[src/rtl/wb_port_arbiter.sv]
// Register-file write-port arbiter: fixed priority for the pipeline (A) with a
// starvation guard that forces one grant to the multi-cycle return path (B).
module wb_port_arbiter #(
   parameter int DATA_W       = 32,
   parameter int ADDR_W       = 5,
   parameter int STARVE_LIMIT = 4
) (
   input  logic              clk,
   input  logic              rst_n,
   input  logic              a_valid,
   input  logic [ADDR_W-1:0] a_addr,
   input  logic [DATA_W-1:0] a_data,
   output logic              a_ready,
   input  logic              b_valid,
   input  logic [ADDR_W-1:0] b_addr,
   input  logic [DATA_W-1:0] b_data,
   output logic              b_ready,
   output logic              rf_we,
   output logic [ADDR_W-1:0] rf_waddr,
   output logic [DATA_W-1:0] rf_wdata,
   output logic              rf_wsrc
);

   typedef enum logic {PRI_A = 1'b0, FORCE_B = 1'b1} state_t;

   localparam logic [3:0] LIMIT_M1 = 4'(STARVE_LIMIT - 1);

   state_t     state_reg, state_next;
   logic [3:0] wait_cnt_reg, wait_cnt_next;
   logic       a_go, b_go;

   always_ff @(posedge clk or negedge rst_n) begin
      if (!rst_n) begin
         state_reg    <= PRI_A;
         wait_cnt_reg <= 4'd0;
      end else begin
         state_reg    <= state_next;
         wait_cnt_reg <= wait_cnt_next;
      end
   end

   always_comb begin
      state_next    = state_reg;
      wait_cnt_next = wait_cnt_reg;
      a_ready       = 1'b0;
      b_ready       = 1'b0;
      unique case (state_reg)
         PRI_A: begin
            a_ready = a_valid;
            b_ready = b_valid && !a_valid;
            if (a_valid && b_valid) begin
               if (wait_cnt_reg != 4'hF)
                  wait_cnt_next = wait_cnt_reg + 4'd1;
               if (wait_cnt_reg >= LIMIT_M1)
                  state_next = FORCE_B;
            end else begin
               // B either transfers this cycle or is not waiting at all
               wait_cnt_next = 4'd0;
            end
         end
         FORCE_B: begin
            b_ready       = b_valid;
            state_next    = PRI_A;
            wait_cnt_next = 4'd0;
         end
      endcase
      // no handshake may be offered while reset is held
      if (!rst_n) begin
         a_ready = 1'b0;
         b_ready = 1'b0;
      end
   end

   assign a_go = a_valid && a_ready;
   assign b_go = b_valid && b_ready;

   always_ff @(posedge clk or negedge rst_n) begin
      if (!rst_n) begin
         rf_we    <= 1'b0;
         rf_waddr <= '0;
         rf_wdata <= '0;
         rf_wsrc  <= 1'b0;
      end else begin
         rf_we <= 1'b0;
         // register 0 is hardwired: the transfer completes but never writes
         if (a_go) begin
            rf_we    <= (a_addr != '0);
            rf_waddr <= a_addr;
            rf_wdata <= a_data;
            rf_wsrc  <= 1'b0;
         end else if (b_go) begin
            rf_we    <= (b_addr != '0);
            rf_waddr <= b_addr;
            rf_wdata <= b_data;
            rf_wsrc  <= 1'b1;
         end
      end
   end

endmodule

[config.mk]
export PLATFORM = sky130hd
export DESIGN_NAME = wb_port_arbiter
export DESIGN_NICKNAME = d
export VERILOG_FILES = /design/src/rtl/wb_port_arbiter.sv
export SDC_FILE = /design/constraint.sdc
export NUM_CORES = 1
export LEC_CHECK = 0
export CAP_MARGIN = 20
export CORE_MARGIN = 3
export CORE_UTILIZATION = 38
export CTS_CLUSTER_SIZE = 10
export DETAILED_ROUTE_END_ITERATION = 8
export PLACE_DENSITY_LB_ADDON = 0.3
export SLEW_MARGIN = 15
export SYNTH_ARGS = -nofsm -noshare
export SYNTH_HDL_FRONTEND = slang
export SYNTH_SLANG_ARGS = --single-unit
[constraint.sdc]
create_clock -name clk -period 1.5 [get_ports clk]
set_clock_uncertainty 0.2 [all_clocks]
set_input_delay 0.225 -clock clk [delete_from_list [all_inputs] [get_ports clk]]
set_output_delay 0.225 -clock clk [all_outputs]
set_load 0.02 [all_outputs]
==> results.py, run 1 <==
metrics = {
    "global_routing": {
        "grt_util_all_layers_pct": 18.8,
        "maximum_number_of_pins_on_one_net_before_global_route_repair": 74,
        "global_route_wire_length_before_repair_um": 9270,
        "initial_antenna_violation_count": 0,
        "busiest_metal_layer_after_global_routing": "met2",
        "grt.overflow.total": 0,
        "groute.layer.met1.usage_pct": 22.4,
        "use_met2_pct": 32.5,
        "use_met3_pct": 5.98,
        "vias_in_the_first_global_route": 1944,
    },
    "setup_path": {
        "critical-path-max-stage-delay_ns": 0.43,
        "crit_path_max_fanout": 3,
        "rr_startpoint": "state_reg",
        "critical_path.cell_chain": "clkdlybuf4s50_1 > and2b_1 > nor2_1 > buf_4",
        "worst_setup_path_end_kind": "primary output",
        "worstPathArrival_ns": 1.12,
        "ff2ff_path_depth": 4,
        "endpoint": "b_ready",
        "r2r_slack_ns": 0.05,
        "critPathSlowestCell": "sky130_fd_sc_hd__clkdlybuf4s50_1",
        "rr_endpoint": "rf_wdata[11]",
        "critPathLaunch": "a_valid",
        "critical_path.startpoint_type": "input pin",
        "cp_data_required_time_ns": 1.07,
        "criticalPathCategory": "input pin to primary output",
    },
    "clock_tree": {
        "tritoncts.num_buffers": 5,
        "cts.path.max_buffers": 2,
        "clock_sink_count": 44,
        "cts_tree": "yes",
        "clock_tree.htree_level_count": 2,
        "number_of_buffers_inserted_by_hold_repair_at_cts": 1,
        "clk_pin_slew_worst_paths_ns": 0.08,
        "post-cts-setup-buffers": 0,
        "clk-insertion-delay-late_ns": 0.29,
        "cts_root_buffer": "sky130_fd_sc_hd__clkbuf_8",
    },
    "finish": {
        "p_r_area_growth_vs_syn_pct": 67.4,
        "fin_nets": 401,
        "fillCellCount": 433,
        "largest_reg_flops": 32,
        "layout.cell_area.non_filler_um2": 3470,
        "layout_commonest_cell": "sky130_fd_sc_hd__clkdlybuf4s50_1",
        "diodes": 0,
        "final_cell_mix": "sky130_fd_sc_hd__clkdlybuf4s50_1 (76), sky130_fd_sc_hd__nor2_1 (45), sky130_fd_sc_hd__dfrtp_1 (44)",
        "fraction_of_final_layout_cells_with_drive_strength_greater_than_1_pct": 7.43,
    },
    "routing": {
        "drt-wirelength-per-cell_um": 15.1,
        "route.antenna.remaining_nets": 0,
        "drt-total-wl_um": 5920,
        "drc": 0,
        "length_of_the_first_detailed_routing_pass_in_iterations": 4,
        "detailroute.via_count": 1897,
        "initialDrtViolationCount": 63,
        "detail_route.vias_per_cell": 4.83,
    },
    "synthesis": {
        "largest_family_of_logic_cells_by_synthesized_area": "multiplexers",
        "post_synth_fa_ha_maj_area_fraction_pct": 0.604,
        "synth-seq-cells": 44,
        "seq_area_frac_synth_pct": 53.1,
        "yosys.area_share.xor_xnor_pct": 0.422,
        "synthSimpleGateAreaFrac_pct": 12.3,
        "synth.lib_cells_used.distinct": 23,
        "ys.warnings.count": 0,
        "syn-mean-instance-area_um2": 10.5,
        "netlist_area_um2": 2070,
        "synth_compound_area_share_pct": 10.9,
        "post_synth_inst_count": 198,
        "synthMuxAreaShare_pct": 17.9,
        "mappedNetlistNets": 277,
    },
    "worst_hold_path": {
        "worst_hold_path_type": "input pin to asynchronous set/reset pin",
    },
    "place": {
        "placed_area_um2": 3310,
        "pre_cts_slack_ns": -0.538,
        "gp_congestion": 0.714,
        "port_buffers": 118,
        "dp_hpwl_um": 4120,
    },
    "die": {
        "boundaryPins": 119,
        "fp-row-count": 26,
        "chipHeight_um": 79.9,
        "initial_utilization_pct": 39.8,
        "design.die.area_um2": 6380,
        "die_w_um": 79.9,
        "coreArea_um2": 5200,
    },
    "sta": {
        "finalMaxSlewViolations": 0,
        "period_minus_slack_ns": 1.54,
        "number_of_failing_setup_endpoints_in_the_final_timing_report": 2,
        "worst_hold_slack_ns": -0.122,
        "setup_ws_ns": -0.0406,
        "fin_crit_sh_pct": 103,
        "fin_setup_tns_ns": -0.0783,
        "fmaxAchievable_ghz": 0.649,
        "timing.max_slew.rel_slack_pct": 62.8,
        "hold_viol_final": 43,
        "worst_pin_slew_ns": 0.558,
        "rsz0062_at_grt": "true",
    },
    "power": {
        "worst_ir_drop_vdd_uv": 575,
        "static-leakage-power_nw": 1.64,
        "post-layout-total-power_mw": 3.13,
        "cellPowerDensity_nw_per_um2": 901,
    },
    "run_status": {
        "failed_checks": "hold timing, setup timing",
        "status": "finished, violations left",
    },
    "run": {
        "cap_viol_max_count": 0,
    },
}
[cell families (layout without fill, tap and decap cells)]
family / count (synthesis) / count (layout)
buf+inv: 13 / 138
xor+xnor: 1 / 1
flops: 44 / 44
compound gates: 42 / 42
mux: 37 / 37
fa+ha+maj: 1 / 1
simple gates: 60 / 60
[report_power, final]
part / switching, mW / leakage [nW] / internal [mW]
Clock: 0.376 / 0.0455 / 0.376
Sequential: 0.0722 / 0.509 / 1.33
Combinational: 0.475 / 1.08 / 0.493
Total: 0.924 / 1.64 / 2.20
[metal layers]
metal  part of all wire [%]  wire, um
met5                      0         0
met4                    1.0        61
met3                    8.5       506
met2                     49      2930
met1                     41      2420
[repair_timing]
item | CTS | global route
endpoints found under the hold margin | 44 | 43
pin swaps | 1 | 0
gates resized for setup | 56 | 4
gates cloned | 1 | 2
setup endpoints to repair | 78 | 37
[cells in the mapped netlist]
cell                       instances  area [um^2]
sky130_fd_sc_hd__a21oi_1          37          185
sky130_fd_sc_hd__a22o_1            1         8.76
sky130_fd_sc_hd__a31oi_1           1         6.26
sky130_fd_sc_hd__and2b_1           1         7.51
sky130_fd_sc_hd__buf_12            2         40.0
sky130_fd_sc_hd__buf_2             6         30.0
sky130_fd_sc_hd__buf_4             1         7.51
sky130_fd_sc_hd__buf_6             1         11.3
sky130_fd_sc_hd__clkbuf_1          2         7.51
sky130_fd_sc_hd__dfrtp_1          44         1100
sky130_fd_sc_hd__ha_1              1         12.5
sky130_fd_sc_hd__inv_1             1         3.75
sky130_fd_sc_hd__mux2i_1          37          370
sky130_fd_sc_hd__nand2_1           4         15.0
sky130_fd_sc_hd__nand3_1           2         10.0
sky130_fd_sc_hd__nand3b_1          2         15.0
sky130_fd_sc_hd__nor2_1           45          169
sky130_fd_sc_hd__nor3_1            3         15.0
sky130_fd_sc_hd__nor3b_1           1         7.51
sky130_fd_sc_hd__o21ai_0           2         10.0
sky130_fd_sc_hd__o32ai_2           1         16.3
sky130_fd_sc_hd__or4_1             2         15.0
sky130_fd_sc_hd__xnor2_1           1         8.76
[per-stage QoR]
stage                     std cells  utilization (%)
after floorplan                 198                -
after global placement          381             63.6
after detailed placement        381             63.6
after CTS                       391             65.4
after global routing            393             66.7
final                           393             66.7
[worst max-delay path: cells and delay by family]
kind          cells  cell delay [ns]
buf+inv           2             0.59
simple gates      2             0.29
[layout make-up]
cell class              count  area (um^2)  area share [%]
clock buffers               8         90.1            2.60
inverters                   1         3.75           0.108
multi-input cells         141          881            25.4
flip-flops and latches     44         1100            31.7
well taps                  70         87.6            2.52
repair buffers            129         1310            37.6
[worst min-delay path by stage]
stage	startpoint	endpoint	slack, ns	depth (start not counted)
after global routing	rst_n	rf_wdata[2]	-0.07	2
after global placement	rst_n	state_reg	-0.04	2
final	rst_n	rf_waddr[1]	-0.12	2
after CTS	rst_n	rf_wdata[2]	-0.11	2
after floorplan	rst_n	rf_waddr[0]	-0.27	0
after detailed placement	rst_n	state_reg	-0.04	2
Power figures use the tool's default switching activity.
==> inputs of run 2 (changes only) <==
CORE_UTILIZATION = 40   (was 38)
DONT_BUFFER_PORTS = 1   (was not set)
==> run 2 against run 1 <==
Net effect:
- the run still ends with hold timing, setup timing left
- first-iteration DRC count decreased by 13%
- worst hold slack got worse by 0.45 ns
- clock-buffer cell count decreased by 1
- largest power group unchanged
- critical endpoint unchanged
- highest routed layer unchanged
==> results.py, run 2 (synthesis results as in run 1) <==
metrics = {
    "finish": {
        "layout_commonest_cell": "sky130_fd_sc_hd__dlygate4sd3_1",
        "fillCellCount": 393,
        "multi_input_gate_area_in_the_final_layout_um2": 898,
        "fraction_of_final_layout_cells_with_drive_strength_greater_than_1_pct": 10.5,
        "layout.cell_area.non_filler_um2": 3060,
        "diodes": 0,
        "largest_reg_flops": 32,
        "sequential_cell_area_um2": 1100,
        "fin_nets": 355,
        "final_cell_mix": "sky130_fd_sc_hd__dlygate4sd3_1 (73), sky130_fd_sc_hd__dfrtp_1 (44), sky130_fd_sc_hd__nor2_1 (38)",
        "p_r_area_growth_vs_syn_pct": 47.6,
    },
    "die": {
        "boundaryPins": 119,
        "initial_utilization_pct": 42.5,
        "coreArea_um2": 4880,
        "die_w_um": 78.0,
        "chipHeight_um": 78.0,
        "fp-row-count": 25,
        "design.die.area_um2": 6080,
    },
    "setup_path": {
        "critical-path-max-stage-delay_ns": 0.36,
        "rr_endpoint": "wait_cnt_reg[3]",
        "rr_startpoint": "state_reg",
        "r2r_slack_ns": 0.07,
        "critical_path.startpoint_type": "flop",
        "worstPathArrival_ns": 1.11,
        "endpoint": "b_ready",
        "crit_path_max_fanout": 3,
        "ff2ff_path_depth": 5,
        "critical_path_buf_inv_count": 1,
        "critPathLaunch": "state_reg",
        "critical_path_depth": 3,
        "critical_path.cell_chain": "and2b_2 > nor2_1 > buf_4",
        "worst_setup_path_end_kind": "primary output",
        "criticalPathCategory": "flop to primary output",
        "critPathSlowestCell": "sky130_fd_sc_hd__dfrtp_1",
        "critical_path.top_delay_family": "flip-flops",
        "cp_data_required_time_ns": 1.07,
    },
    "clock_tree": {
        "number_of_buffers_inserted_by_hold_repair_at_cts": 73,
        "cts.path.max_buffers": 2,
        "clock_tree.htree_level_count": 2,
        "cts_tree": "yes",
        "clock_sink_count": 44,
        "tritoncts.num_buffers": 5,
        "clk_pin_slew_worst_paths_ns": 0.08,
        "cts_root_buffer": "sky130_fd_sc_hd__clkbuf_8",
        "clk-insertion-delay-late_ns": 0.29,
    },
    "global_routing": {
        "vias_in_the_first_global_route": 1834,
        "grt_util_all_layers_pct": 18.7,
        "maximum_number_of_pins_on_one_net_before_global_route_repair": 50,
        "grt.overflow.total": 0,
        "global_route_wire_length_before_repair_um": 8990,
        "initial_antenna_violation_count": 0,
    },
    "routing": {
        "detailroute.via_count": 1730,
        "drt-wirelength-per-cell_um": 16.4,
        "initialDrtViolationCount": 55,
        "detail_route.vias_per_cell": 5.03,
        "route.antenna.remaining_nets": 0,
        "length_of_the_first_detailed_routing_pass_in_iterations": 4,
        "drt-total-wl_um": 5630,
        "drc": 0,
    },
    "sta": {
        "finalMaxSlewViolations": 0,
        "number_of_failing_setup_endpoints_in_the_final_timing_report": 2,
        "worst_hold_slack_ns": -0.577,
        "period_minus_slack_ns": 1.54,
        "rsz0062_at_grt": "true",
        "worst_pin_slew_ns": 0.260,
        "fin_crit_sh_pct": 103,
        "hold_viol_final": 46,
        "setup_ws_ns": -0.0390,
        "fmaxAchievable_ghz": 0.650,
        "timing.max_slew.rel_slack_pct": 82.7,
        "fin_setup_tns_ns": -0.0425,
    },
    "power": {
        "pwr-share-comb_pct": 15.8,
        "cellPowerDensity_nw_per_um2": 1010,
        "pwr-share-clk_pct": 31.6,
        "power.switching_uw": 891,
        "seq_power_share_pct": 52.7,
        "static-leakage-power_nw": 1.44,
        "worst_ir_drop_vdd_uv": 675,
        "p_sw_share_pct": 28.7,
        "power_report.internal_total_mw": 2.21,
    },
    "place": {
        "placed_area_um2": 2130,
        "pre_cts_slack_ns": -0.0199,
        "dp_hpwl_um": 3160,
        "port_buffers": 0,
        "gp_congestion": 0.675,
    },
    "run_status": {
        "status": "finished, violations left",
        "failed_checks": "hold timing, setup timing",
    },
    "run": {
        "cap_viol_max_count": 0,
    },
    "worst_hold_path": {
        "worst_hold_path_type": "input pin to asynchronous set/reset pin",
    },
}
-- run 2: cell count changes in the layout (fill, tap and decap cells not counted), moves of 2 or more --
cell and change:
sky130_fd_sc_hd__nor2_1 -7, sky130_fd_sc_hd__buf_12 +2, sky130_fd_sc_hd__dlygate4sd2_1 -39, sky130_fd_sc_hd__nor2_2 +6, sky130_fd_sc_hd__o21ai_0 -2, sky130_fd_sc_hd__clkdlybuf4s50_1 -76, sky130_fd_sc_hd__clkbuf_1 -2, sky130_fd_sc_hd__buf_16 -2
sky130_fd_sc_hd__clkbuf_16 -2, sky130_fd_sc_hd__dlygate4sd3_1 +72, sky130_fd_sc_hd__o21ai_1 +2
-- run 2: worst min path at each step --
stage / start / slack (ns) / end / depth (start not counted)
3_5_place_dp: rst_n / -0.27 / rf_wdata[12] / 0
5_1_grt: rst_n / -0.61 / rf_wdata[24] / 0
3_3_place_gp: rst_n / -0.27 / rf_wdata[12] / 0
4_1_cts: rst_n / -0.60 / rf_wdata[24] / 0
6_report: rst_n / -0.58 / rf_wdata[12] / 0
2_1_floorplan: rst_n / -0.27 / rf_waddr[0] / 0
-- run 2: layer usage --
layer | share of wire (%) | global-route usage, %
met4 | 0.94 | 4.72
met2 | 55 | 34.5
met3 | 6.6 | 5.10
met5 | 0 | 0
met1 | 38 | 21.3
-- run 2: cell type report --
class	instances	area share (%)
clock inverters	1	0.981
flip-flops and latches	44	36.0
repair buffers	83	27.7
inverters	1	0.123
multi-input cells	141	29.4
well taps	67	2.74
clock buffers	7	3.15
-- run 2: what timing repair did --
action,in CTS,in global routing
pin swaps,1,0
endpoints found under the hold margin,88,46
gates resized for setup,2,17
setup buffers,4,1
endpoints found under the setup margin,23,37
gates cloned,0,0
-- run 2: worst reg2reg max path: cells and delay by family, from the launching register on --
kind	cells	cell delay, ns
flip-flops	1	0.39
buffers and inverters	2	0.21
AND/OR/NAND/NOR	3	0.55
-- run 2: power groups by stage --
stage,clock network (mW),registers (mW),logic (mW)
final,0.980,1.63,0.489
after global routing,1.06,1.65,0.541
after CTS,1.01,1.63,0.467
after detailed placement,0,1.65,0.303
after global placement,0,1.65,0.295
after floorplan,0,1.62,0.268
-- run 2: stage by stage --
stage	std cells	power [mW]	util, %
2_1_floorplan	198	1.89	-
3_3_place_gp	259	1.94	43.7
3_5_place_dp	259	1.96	43.7
4_1_cts	344	3.11	62.0
5_1_grt	344	3.25	62.7
6_report	344	3.10	62.7
==> inputs of run 3 (changes only) <==
REMOVE_ABC_BUFFERS = 1   (was not set)
==> run 3 against run 2 <==
Net effect:
- design area up 10%
- wire length rose by 21%
- non-clock buffer count increased by 7
- cell count increased by 2.3%
- critical endpoint is now a_ready
- sequential share of layout area decreased by 3.3 points
- critical path depth rose by 1
- clock-buffer cell count did not move
- highest routed layer unchanged
- sequential cell count unchanged
- combinational power up 29%
- the run still ends with hold timing, setup timing left
==> results.py, run 3 (synthesis results as in run 1) <==
metrics = {
    "run_status": {
        "status": "finished, violations left",
        "failed_checks": "hold timing, setup timing",
    },
    "worst_hold_path": {
        "worst_hold_path_type": "input pin to asynchronous set/reset pin",
    },
    "global_routing": {
        "grt.overflow.total": 0,
        "initial_antenna_violation_count": 0,
        "maximum_number_of_pins_on_one_net_before_global_route_repair": 50,
        "vias_in_the_first_global_route": 1888,
        "grt_util_all_layers_pct": 19.7,
        "global_route_wire_length_before_repair_um": 9430,
    },
    "finish": {
        "final_cell_mix": "sky130_fd_sc_hd__dlygate4sd3_1 (73), sky130_fd_sc_hd__dfrtp_1 (44), sky130_fd_sc_hd__mux2i_1 (37)",
        "fraction_of_final_layout_cells_with_drive_strength_greater_than_1_pct": 25.7,
        "p_r_area_growth_vs_syn_pct": 62.5,
        "layout.cell_area.non_filler_um2": 3370,
        "layout_commonest_cell": "sky130_fd_sc_hd__dlygate4sd3_1",
        "largest_reg_flops": 32,
        "fin_nets": 362,
    },
    "routing": {
        "routed-wl-met3_um": 487,
        "length_of_the_first_detailed_routing_pass_in_iterations": 4,
        "route.antenna.remaining_nets": 0,
        "detail_route.vias_per_cell": 5.26,
        "wl_met2_um": 3680,
        "drt-wirelength-per-cell_um": 19.4,
        "m1WireLength_um": 2560,
        "drc": 0,
        "drt-total-wl_um": 6830,
        "maxUsedRoutingLayer": "met4",
        "initialDrtViolationCount": 54,
        "detailroute.via_count": 1853,
    },
    "sta": {
        "worst_hold_slack_ns": -0.580,
        "finalMaxSlewViolations": 0,
        "setup_ws_ns": -0.136,
        "number_of_failing_setup_endpoints_in_the_final_timing_report": 24,
        "fin_crit_sh_pct": 109,
        "period_minus_slack_ns": 1.64,
        "hold_viol_final": 46,
        "fmaxAchievable_ghz": 0.611,
        "rsz0062_at_grt": "true",
        "worst_pin_slew_ns": 0.242,
        "timing.max_slew.rel_slack_pct": 83.4,
        "fin_setup_tns_ns": -1.13,
    },
    "setup_path": {
        "critical-path-max-stage-delay_ns": 0.40,
        "critical_path.cell_chain": "nand3b_1 > buf_12 > clkinv_8 > buf_8",
        "critPathSlowestCell": "sky130_fd_sc_hd__dfrtp_1",
        "criticalPathCategory": "flop to primary output",
        "worst_setup_path_end_kind": "primary output",
        "critical_path.startpoint_type": "flop",
        "cp_data_required_time_ns": 1.07,
        "worstPathArrival_ns": 1.21,
        "crit_path_max_fanout": 3,
    },
    "clock_tree": {
        "clock_tree.htree_level_count": 2,
        "number_of_buffers_inserted_by_hold_repair_at_cts": 73,
        "clock_sink_count": 44,
        "cts_tree": "yes",
        "cts_root_buffer": "sky130_fd_sc_hd__clkbuf_8",
        "tritoncts.num_buffers": 5,
        "cts.path.max_buffers": 2,
        "clk_pin_slew_worst_paths_ns": 0.08,
        "clk-insertion-delay-late_ns": 0.29,
    },
    "run": {
        "cap_viol_max_count": 0,
    },
    "place": {
        "placed_area_um2": 2150,
        "gp_congestion": 0.726,
        "port_buffers": 0,
        "dp_hpwl_um": 3360,
    },
    "die": {
        "coreArea_um2": 4880,
        "initial_utilization_pct": 42.5,
        "boundaryPins": 119,
        "chipHeight_um": 78.0,
        "die_w_um": 78.0,
        "design.die.area_um2": 6080,
        "fp-row-count": 25,
    },
    "power": {
        "worst_ir_drop_vdd_uv": 567,
        "static-leakage-power_nw": 1.51,
        "cellPowerDensity_nw_per_um2": 904,
    },
}
run 3: cell count changes in the layout (fill, tap and decap cells not counted), moves of 2 or more:
cell                        delta
sky130_fd_sc_hd__o21ai_1       -2
sky130_fd_sc_hd__a21oi_1      -21
sky130_fd_sc_hd__a21oi_2      +21
sky130_fd_sc_hd__nor2_1       -17
sky130_fd_sc_hd__clkbuf_16     +2
sky130_fd_sc_hd__nor2_4       +12
sky130_fd_sc_hd__buf_12        +2
sky130_fd_sc_hd__o21ai_0       +2
sky130_fd_sc_hd__nor2_2        +5
run 3: timing repair:
item / in CTS / in global routing
endpoints found under the setup margin: 2 / 36
pin swaps: 1 / 1
cloned: 1 / 3
setup buffers: 4 / 2
endpoints found under the hold margin: 88 / 46
resized for setup: 5 / 68
run 3: area by class of cell:
type | count | area [um^2]
fillers | 370 | 1510
flip-flops and latches | 44 | 1100
multi-input cells | 141 | 1080
repair buffers | 90 | 991
clock buffers | 7 | 86.3
well taps | 67 | 83.8
inverters | 1 | 16.3
clock inverters | 1 | 7.51
diodes | 1 | 2.50
run 3: critical path, delay by kind of cell, from the launching register on:
kind          cells  cell delay, ns
flops             1            0.40
simple gates      1            0.22
buf+inv           3            0.30
run 3: stage by stage:
stage / util (%) / instances / power, mW / setup slack (ns)
2_1_floorplan: - / 186 / 1.87 / -1.20
3_3_place_gp: 44.1 / 260 / 1.95 / 0.0975
3_5_place_dp: 44.1 / 260 / 1.97 / 0.0592
4_1_cts: 62.5 / 346 / 2.93 / -0.130
5_1_grt: 69.0 / 351 / 3.19 / -0.205
6_report: 69.0 / 352 / 3.04 / -0.136
run 3: worst paths after layout:
check,start,endpoint,slack [ns],depth (start not counted)
max,state_reg,a_ready,-0.14,4
min,rst_n,rf_wdata[23],-0.58,0
max reg2reg,state_reg,rf_wdata[11],-0.12,6
min reg2reg,wait_cnt_reg[1],wait_cnt_reg[1],0.43,2
max in group asynchronous,rst_n,rf_wdata[3],1.58,0
min in group clk,rst_n,rf_waddr[0],-0.10,1
run 3: where the power goes:
part           internal (mW)  leakage [nW]  switching [mW]
Combinational          0.359         0.953           0.274
Sequential              1.33         0.509           0.307
Clock                  0.374        0.0445           0.396
Total                   2.07          1.51           0.977
run 3: layer usage:
metal	global-route usage (%)	vias to the layer above
met4	6.47	0
met1	23.1	909
met3	7.31	11
li1	-	855
met5	0	-
met2	33.5	78
